$ cat config.mk
export PLATFORM = sky130hd
export DESIGN_NAME = icache_refill_responder_flat
export DESIGN_NICKNAME = d
export VERILOG_FILES = /design/src/rtl/icache_refill_responder_if.sv /design/src/rtl/icache_refill_responder.sv /design/src/flat_wrapper.sv
export SDC_FILE = /design/constraint.sdc
export NUM_CORES = 1
export LEC_CHECK = 0
export ABC_CLOCK_PERIOD_IN_PS = 2850
export CORE_UTILIZATION = 35
export DETAILED_ROUTE_END_ITERATION = 6
export PLACE_DENSITY_LB_ADDON = 0.25
export SYNTH_ARGS = -nofsm -noshare
export SYNTH_HDL_FRONTEND = slang
export SYNTH_SLANG_ARGS = --single-unit
$ cat constraint.sdc
create_clock -name clk_i -period 2.85 [get_ports clk_i]
set_clock_uncertainty 0.1 [all_clocks]
set_input_delay 0.4275 -clock clk_i [delete_from_list [all_inputs] [get_ports clk_i]]
set_output_delay 0.4275 -clock clk_i [all_outputs]
set_load 0.005 [all_outputs]
$ cat src/rtl/icache_refill_responder_if.sv
// Bundle of the miss-request, backing-store and replacement-word signals of the
// L1 instruction-cache refill responder.
interface icache_refill_responder_if #(
  parameter int unsigned ADDR_WIDTH = 32
);
  logic                  miss_req_i;
  logic [ADDR_WIDTH-1:0] miss_addr_i;
  logic                  flush_i;
  logic                  mem_rd_en_o;
  logic [ADDR_WIDTH-1:0] mem_addr_o;
  logic [63:0]           mem_rdata_i;
  logic                  RepReady;
  logic [63:0]           RepWord;
  logic                  rep_last_o;
  logic                  busy_o;

  modport slave (
    input  miss_req_i, miss_addr_i, flush_i, mem_rdata_i,
    output mem_rd_en_o, mem_addr_o, RepReady, RepWord, rep_last_o, busy_o
  );

  modport master (
    output miss_req_i, miss_addr_i, flush_i, mem_rdata_i,
    input  mem_rd_en_o, mem_addr_o, RepReady, RepWord, rep_last_o, busy_o
  );
endinterface

$ cat src/rtl/icache_refill_responder.sv
// Critical-word-first line refill: waits LATENCY cycles, streams LINE_WORDS reads
// wrapping within the line, and presents each returned word one cycle later.
module icache_refill_responder #(
  parameter int unsigned LINE_WORDS = 4,
  parameter int unsigned LATENCY    = 3,
  parameter int unsigned ADDR_WIDTH = 32
) (
  input logic                      clk_i,
  input logic                      reset_i,
  icache_refill_responder_if.slave bus
);

  localparam int unsigned OFF  = $clog2(LINE_WORDS * 8);
  localparam int unsigned IDXW = $clog2(LINE_WORDS);
  localparam int unsigned WCW  = (LATENCY > 1) ? $clog2(LATENCY) : 1;
  localparam int unsigned HIW  = ADDR_WIDTH - OFF;

  localparam logic [WCW-1:0]  WAIT_LAST = WCW'(LATENCY - 1);
  localparam logic [IDXW-1:0] WORD_LAST = IDXW'(LINE_WORDS - 1);

  typedef enum logic [1:0] {IDLE, WAIT, READ, DRAIN} state_t;

  state_t                state;
  logic [WCW-1:0]        wait_cnt;
  logic [IDXW-1:0]       word_cnt;
  logic [IDXW-1:0]       rd_idx;
  logic [HIW-1:0]        base_hi;
  logic                  mem_rd_en_q;
  logic [ADDR_WIDTH-1:0] mem_addr_q;
  logic                  mem_last_q;
  logic                  rd_valid_q;
  logic                  rd_last_q;
  logic                  rep_ready_q;
  logic [63:0]           rep_word_q;
  logic                  rep_last_q;

  logic [IDXW-1:0]       next_idx;
  logic [IDXW-1:0]       next_cnt;
  logic                  unused_addr_lsbs;

  // Index arithmetic wraps at IDXW bits, i.e. modulo LINE_WORDS.
  always_comb begin
    next_idx = rd_idx + 1'b1;
    next_cnt = word_cnt + 1'b1;
  end

  assign unused_addr_lsbs = ^bus.miss_addr_i[2:0];

  always_ff @(posedge clk_i or negedge reset_i) begin
    if (!reset_i) begin
      state       <= IDLE;
      wait_cnt    <= '0;
      word_cnt    <= '0;
      rd_idx      <= '0;
      base_hi     <= '0;
      mem_rd_en_q <= 1'b0;
      mem_addr_q  <= '0;
      mem_last_q  <= 1'b0;
      rd_valid_q  <= 1'b0;
      rd_last_q   <= 1'b0;
      rep_ready_q <= 1'b0;
      rep_word_q  <= '0;
      rep_last_q  <= 1'b0;
    end else if (bus.flush_i) begin
      // Abort: drop reads in flight; RepWord keeps its last presented value.
      state       <= IDLE;
      wait_cnt    <= '0;
      word_cnt    <= '0;
      mem_rd_en_q <= 1'b0;
      mem_addr_q  <= '0;
      mem_last_q  <= 1'b0;
      rd_valid_q  <= 1'b0;
      rd_last_q   <= 1'b0;
      rep_ready_q <= 1'b0;
      rep_last_q  <= 1'b0;
    end else begin
      rd_valid_q  <= mem_rd_en_q;
      rd_last_q   <= mem_rd_en_q & mem_last_q;
      rep_ready_q <= rd_valid_q;
      rep_last_q  <= rd_valid_q & rd_last_q;
      if (rd_valid_q) begin
        rep_word_q <= bus.mem_rdata_i;
      end

      case (state)
        IDLE: begin
          if (bus.miss_req_i) begin
            base_hi  <= bus.miss_addr_i[ADDR_WIDTH-1:OFF];
            rd_idx   <= bus.miss_addr_i[OFF-1:3];
            wait_cnt <= '0;
            word_cnt <= '0;
            state    <= WAIT;
          end
        end
        WAIT: begin
          if (wait_cnt == WAIT_LAST) begin
            wait_cnt    <= '0;
            mem_rd_en_q <= 1'b1;
            mem_addr_q  <= {base_hi, rd_idx, 3'b000};
            mem_last_q  <= 1'b0;
            state       <= READ;
          end else begin
            wait_cnt <= wait_cnt + 1'b1;
          end
        end
        READ: begin
          if (word_cnt == WORD_LAST) begin
            word_cnt    <= '0;
            mem_rd_en_q <= 1'b0;
            mem_addr_q  <= '0;
            mem_last_q  <= 1'b0;
            state       <= DRAIN;
          end else begin
            word_cnt    <= next_cnt;
            rd_idx      <= next_idx;
            mem_rd_en_q <= 1'b1;
            mem_addr_q  <= {base_hi, next_idx, 3'b000};
            mem_last_q  <= (next_cnt == WORD_LAST);
          end
        end
        DRAIN: begin
          if (rep_last_q) begin
            state <= IDLE;
          end
        end
        default: state <= IDLE;
      endcase
    end
  end

  assign bus.mem_rd_en_o = mem_rd_en_q;
  assign bus.mem_addr_o  = mem_addr_q;
  assign bus.RepReady    = rep_ready_q;
  assign bus.RepWord     = rep_word_q;
  assign bus.rep_last_o  = rep_last_q;
  assign bus.busy_o      = (state != IDLE);

endmodule

$ cat src/flat_wrapper.sv
// flat-port wrapper written by rule: the top's interface ports become plain ports
module icache_refill_responder_flat 
#(
  parameter int unsigned LINE_WORDS = 4,
  parameter int unsigned LATENCY    = 3,
  parameter int unsigned ADDR_WIDTH = 32
)
  (clk_i, reset_i, bus_miss_req_i, bus_miss_addr_i, bus_flush_i, bus_mem_rdata_i, bus_mem_rd_en_o, bus_mem_addr_o, bus_RepReady, bus_RepWord, bus_rep_last_o, bus_busy_o);
  icache_refill_responder_if #(.ADDR_WIDTH(ADDR_WIDTH)) bus_i ();
  input logic clk_i;
  input logic reset_i;
  input wire logic [$bits(bus_i.miss_req_i)-1:0] bus_miss_req_i;
  input wire logic [$bits(bus_i.miss_addr_i)-1:0] bus_miss_addr_i;
  input wire logic [$bits(bus_i.flush_i)-1:0] bus_flush_i;
  input wire logic [$bits(bus_i.mem_rdata_i)-1:0] bus_mem_rdata_i;
  output wire logic [$bits(bus_i.mem_rd_en_o)-1:0] bus_mem_rd_en_o;
  output wire logic [$bits(bus_i.mem_addr_o)-1:0] bus_mem_addr_o;
  output wire logic [$bits(bus_i.RepReady)-1:0] bus_RepReady;
  output wire logic [$bits(bus_i.RepWord)-1:0] bus_RepWord;
  output wire logic [$bits(bus_i.rep_last_o)-1:0] bus_rep_last_o;
  output wire logic [$bits(bus_i.busy_o)-1:0] bus_busy_o;
  assign bus_i.miss_req_i = bus_miss_req_i;
  assign bus_i.miss_addr_i = bus_miss_addr_i;
  assign bus_i.flush_i = bus_flush_i;
  assign bus_i.mem_rdata_i = bus_mem_rdata_i;
  assign bus_mem_rd_en_o = bus_i.mem_rd_en_o;
  assign bus_mem_addr_o = bus_i.mem_addr_o;
  assign bus_RepReady = bus_i.RepReady;
  assign bus_RepWord = bus_i.RepWord;
  assign bus_rep_last_o = bus_i.rep_last_o;
  assign bus_busy_o = bus_i.busy_o;
  icache_refill_responder #(.LINE_WORDS(LINE_WORDS), .LATENCY(LATENCY), .ADDR_WIDTH(ADDR_WIDTH)) u_core (.clk_i(clk_i), .reset_i(reset_i), .bus(bus_i));
endmodule
Word-level counts from Yosys, hierarchy flattened
Cells that the tools add are included.
- register bits after elaboration: 137
- logic and storage cells: 76
- eq/ne operators: 12
- bitwise gates (word level): 3
- add/subtract/negate cells: 3
- mux-type cells: 32
- reductions and logical operators: 13
- operators by type and width (kind ; count):
    $mux 32 ; 3
    $pmux 32 s2 ; 1
    $mux 2 ; 12
    $pmux 2 s2 ; 3
    $eq 2x2->1 const B ; 5
    $mux 1 ; 10
    $ne 3x2->1 const B ; 3
    $reduce_bool 3->1 ; 3
    $pmux 2 s4 ; 1
    $reduce_and 2->1 ; 4
    $reduce_and 4->1 ; 2
    $add 2x1->2 const B ; 3
    $ne 2x2->1 const B ; 2
    $pmux 1 s2 ; 2
    $reduce_bool 2->1 ; 2
    $ne 3x3->1 const B ; 1
    $reduce_and 3->1 ; 1
    $and 1x1->1 ; 2
    $eq 2x1->1 const B ; 1
    $logic_not 2->1 ; 1
    $not 1->1 ; 1

Logic depth before layout (Yosys ltp)
- depth in word-level cells: 5
- gate-level depth with buffers: 8
- gate-level depth less buffers: 5

Worst setup path after synthesis
OpenSTA, ideal clock, no wires.
- path kind: reg2reg
- from: register u_core.state[1]
- to: register u_core.mem_addr_q[4] (netlist: u_core.bus.mem_addr_o[4])
- stages on the path, launching flop included: 8
- buffers on the path: 2
- arrival time: 1.516 ns
- period minus slack after synthesis: 1.741 ns
- path slack: 1.109 ns
- setup time: 0.125 ns
- path through: dfrtp_1 > inv_1 > ha_1 > buf_2 > nand3b_1 > o211a_1 > buf_2 > mux2_4
- cells in the longest elaborated chain, start to end: 3
- elaborated cells between the ends (all ways): 7
- those cells by class: eq/ne: 3; mux: 2; reduce/logical: 2
- ends and longest elaborated chain (item ; RTL line ; source):
    start, declared ; icache_refill_responder.sv:23 ; state_t state;
    start signal, assigned ; icache_refill_responder.sv:51 ; state <= IDLE;
    start signal, assigned ; icache_refill_responder.sv:66 ; state <= IDLE;
    start signal, assigned ; icache_refill_responder.sv:92 ; state <= WAIT;
    $eq 2x2->1 or $eq 2x1->1 (tied branches) ; icache_refill_responder.sv:85 ; case (state)
    $pmux 32 s2 (tied with other cells) ; icache_refill_responder.sv:85 ;
    $mux 32 or $reduce_and 2->1 (tied branches) ; n/a ;
    end signal, assigned ; icache_refill_responder.sv:99 ; mem_addr_q <= {base_hi, rd_idx, 3'b000};
    end signal, assigned ; icache_refill_responder.sv:117 ; mem_addr_q <= {base_hi, next_idx, 3'b000};
    end, declared ; icache_refill_responder.sv:29 ; logic [ADDR_WIDTH-1:0] mem_addr_q;
Parallel ways exist; a longest one is shown, timed or not.
A chain may end at the register's enable or synchronous reset.

Final worst setup path
- from: register u_core.state[0]
- to: output port bus_busy_o
- cells in the longest elaborated chain, start to end: 1
- ends and longest elaborated chain (item ; RTL line ; source):
    $reduce_bool 2->1 ; icache_refill_responder.sv:136 ; assign bus.busy_o = (state != IDLE);
    end, declared ; flat_wrapper.sv:21 ; output wire logic [$bits(bus_i.busy_o)-1:0] bus_busy_o;
Every way passes these cells.

==> summary.md <==
| Metric | Value |
|---|---|
| Status | `complete, but fails checks` |
| Failing checks | `design-rule violations` |
| Synth Flop Type | `dfrtp_1` |
| Non-Filler Instances | `744` |
| Final TNS setup | `0 ns` |
| GR Util All Layers | `0.158` |
| Congestion Overflow GR | `0` |
| Max Root-Sink Buffers | `2` |
| Gp weighted congestion | `0.767` |
| Vias per cell | `4.75` |
| CP dominant cell by count | `inv_1` |
| Pre-CTS setup slack | `0.586 ns` |
| First-pass GRT wire length | `19300 um` |
| Largest area contributor in the netlist | `dfrtp_1` |
| CTS tree | `built` |
| TritonCTS sink count | `134` |
| Max FO, Critical Path | `5` |
| RSZ-0062 raised after global routing | `no` |
| WP data required | `2.32 ns` |
| CTS buffer count | `17` |
| FF-to-FF Start | `u_core.state[0]$_DFFE_PN0P_` |
| Final nets | `655` |
| WL/cell | `15.9 um` |
| Least-Margin Pin Slew | `0.570 ns` |
| Relative max-transition margin | `0.620` |
| Crit-path max cell delay | `0.49 ns` |
| Drt first pass iters | `5` |
| Kind of critical path | `reg2out` |
| Detailed Place HPWL | `8120 um` |
| N_diodes | `0` |
| Final setup fails | `0` |
| Vias in the first global route | `3690` |
| Synthesized flop and latch total | `134` |
| Async SR Flop Fraction | `1.00` |
| WP data arrival | `1.75 ns` |
| Synthesized cell area | `0.00534 mm2` |
| Fin. Hold Viols | `0` |
| Initial DRC count | `170` |
| Worst Hold Class | `reg2reg` |
| GR Util met1 | `0.187` |
| Sequential share of the synthesized area | `0.629` |
| Clock Latency Late Sink | `0.41 ns` |
| Largest net degree at the start of global routing | `67` |
| Root Buffer | `clkbuf_16` |
| Most frequent cells after synthesis | `dfrtp_1 (134), mux2_2 (93), a22o_1 (28)` |
| Peak Freq | `439 MHz` |
| # port buffers | `193` |
| Die ar. | `0.0157 mm2` |
| Avg Cell Area, Syn | `15.4 um2` |
| Most common cell in the netlist | `dfrtp_1` |
| GR Layer Usage met3 | `0.0702` |
| Cells after synthesis | `346` |
| Tcrit/Tclk final | `0.799` |
| Worst-path clk slew | `0.06 ns` |
| Placed cells | `711` |
| Reg2reg setup slack | `0.66 ns` |
| CP Capture Type | `output port` |
| CP top delay family | `buffers and inverters` |
| Die width | `125 um` |
| Hold Crit Depth | `1` |
| Number of synthesized flops with an enable pin | `0` |
| Io pins | `200` |
| Post-synth cell types | `41` |
| Worst path bufs/invs | `3` |
| Final min period | `2.28 ns` |
| Synth top area share | `0.629` |
| PwrDens | `1060 mW/mm2` |
| H-tree depth | `4` |
| Max Cap Viol | `0` |
| Initial Utilization | `0.363` |
| Critical path's slowest cell | `clkdlybuf4s50_1` |
| Final Worst Setup Slack | `0.572 ns` |
| Drt total wl | `11800 um` |
| Worst hold endpoint | `u_core.bus.rep_last_o$_DFF_PN0_` |
| Cells on worst reg2reg path | `6` |
| Area contributors post-synth | `dfrtp_1 (63%), mux2_2 (20%), a22o_1 (4.6%)` |
| Slew Viols, Final | `0` |
| Area Overhead vs Synth | `51.6%` |
| Final-layout fill cell count | `1193` |
| Hold path start | `u_core.rd_last_q$_DFF_PN0_` |
| Die Ht | `125 um` |
| Setup Fix Bufs, Post-CTS | `0` |
| Initial antenna violation count | `0` |
| Maximum VDD drop | `673 uV` |
| Num rows | `44` |
| DRT antenna net count | `0` |
| CP cell instances | `inv_1 > ha_1 > inv_1 > clkdlybuf4s50_1` |
| Core region area | `0.0147 mm2` |
| Drt drc | `20` |
| Via count | `3531` |
| Leak | `3.50 nW` |
| R2r endpoint | `u_core.bus.mem_addr_o[4]$_DFFE_PN0P_` |
| Share of cells above drive strength 1 | `0.252` |
| Met2 usage | `0.249` |
| YS warnings | `0` |
| GR peak layer | `met2` |
| Startpoint types | `flip-flop` |
[repair_timing]
item / CTS / global route
gates resized for setup: 0 / 0
hold buffers: 1 / 0
endpoints found under the setup margin: 0 / 0
endpoints found under the hold margin: 59 / 0
[report_power, final]
group,leakage (nW),total (mW),internal [mW],switching [mW]
Clock,0.300,2.28,1.49,0.798
Sequential,1.67,3.24,2.77,0.466
Combinational,1.52,3.01,2.04,0.977
[how the worst max path moves through the flow]
stage                                      from                              endpoint  slack (ns)  depth (start not counted)
finish              u_core.state[0]$_DFFE_PN0P_                            bus_busy_o        0.57                          4
global route        u_core.state[0]$_DFFE_PN0P_  u_core.bus.mem_addr_o[4]$_DFFE_PN0P_        0.45                          6
CTS                 u_core.state[0]$_DFFE_PN0P_                            bus_busy_o        0.53                          4
detailed placement                  bus_flush_i  u_core.bus.mem_addr_o[4]$_DFFE_PN0P_        0.59                          5
global placement                    bus_flush_i  u_core.bus.mem_addr_o[4]$_DFFE_PN0P_        0.61                          5
floorplan           u_core.state[1]$_DFFE_PN0P_  u_core.bus.mem_addr_o[4]$_DFFE_PN0P_        1.11                          7
[flip-flops by register name (all words and copies together), names as in the netlist, 2 cells and up]
| register | cells |
|---|---|
| u_core.state | 2 |
| u_core.bus.mem_addr_o | 29 |
| u_core.wait_cnt | 2 |
| u_core.bus.RepWord | 64 |
| u_core.word_cnt | 2 |
| u_core.rd_idx | 2 |
| u_core.base_hi | 27 |
[cell type report]
| type | count | area (um2) | area share |
|---|---|---|---|
| repair buffers | 201 | 2020 | 0.250 |
| clock inverters | 12 | 176 | 0.0218 |
| flip-flops and latches | 134 | 3350 | 0.415 |
| inverters | 7 | 26.3 | 0.00325 |
| well taps | 184 | 230 | 0.0285 |
| clock buffers | 20 | 447 | 0.0552 |
| multi-input cells | 186 | 1840 | 0.227 |
[per-layer routing]
layer	wire, um	up-vias	share of wire
met5	0	-	0
met4	170	0	0.014
met3	1190	15	0.10
met2	5590	142	0.47
met1	4880	1732	0.41
li1	-	1642	-
[layout by cell type (no fill, tap or decap), drive strengths merged, types with 2 or more instances in the layout]
cell / count
and2: 2
ha: 8
buf: 8
clkdlybuf4s50: 192
a21oi: 5
dfrtp: 134
nand2b: 5
nand3b: 2
nand2: 4
clkinvlp: 2
bufinv: 4
mux2: 94
clkbuf: 20
a32oi: 2
conb: 3
mux2i: 3
nor2: 3
nor2b: 7
clkinv: 5
a31oi: 2
a22o: 28
inv: 8
[logic make-up after synthesis]
| group | synth area share |
|---|---|
| buffers and inverters | 0.0324 |
| muxes | 0.205 |
| and+or+nand+nor | 0.0413 |
| DFF | 0.629 |
| other | 0.000703 |
| adders and majority gates | 0.0188 |
| xor gates and xnor gates | 0.00164 |
| AOI/OAI and AO/OA | 0.0720 |
[per-stage QoR]
step | total power [mW] | util | hold WS [ns] | instance area, um2
2_1_floorplan | 4.53 | - | 0.0319 | 5340
3_3_place_gp | 6.21 | 0.507 | 0.322 | 7460
3_5_place_dp | 6.32 | 0.507 | 0.332 | 7460
4_1_cts | 8.67 | 0.550 | 0.348 | 8090
5_1_grt | 9.04 | 0.550 | 0.380 | 8090
6_report | 8.54 | 0.550 | 0.345 | 8090
Power figures use the tool's default switching activity.
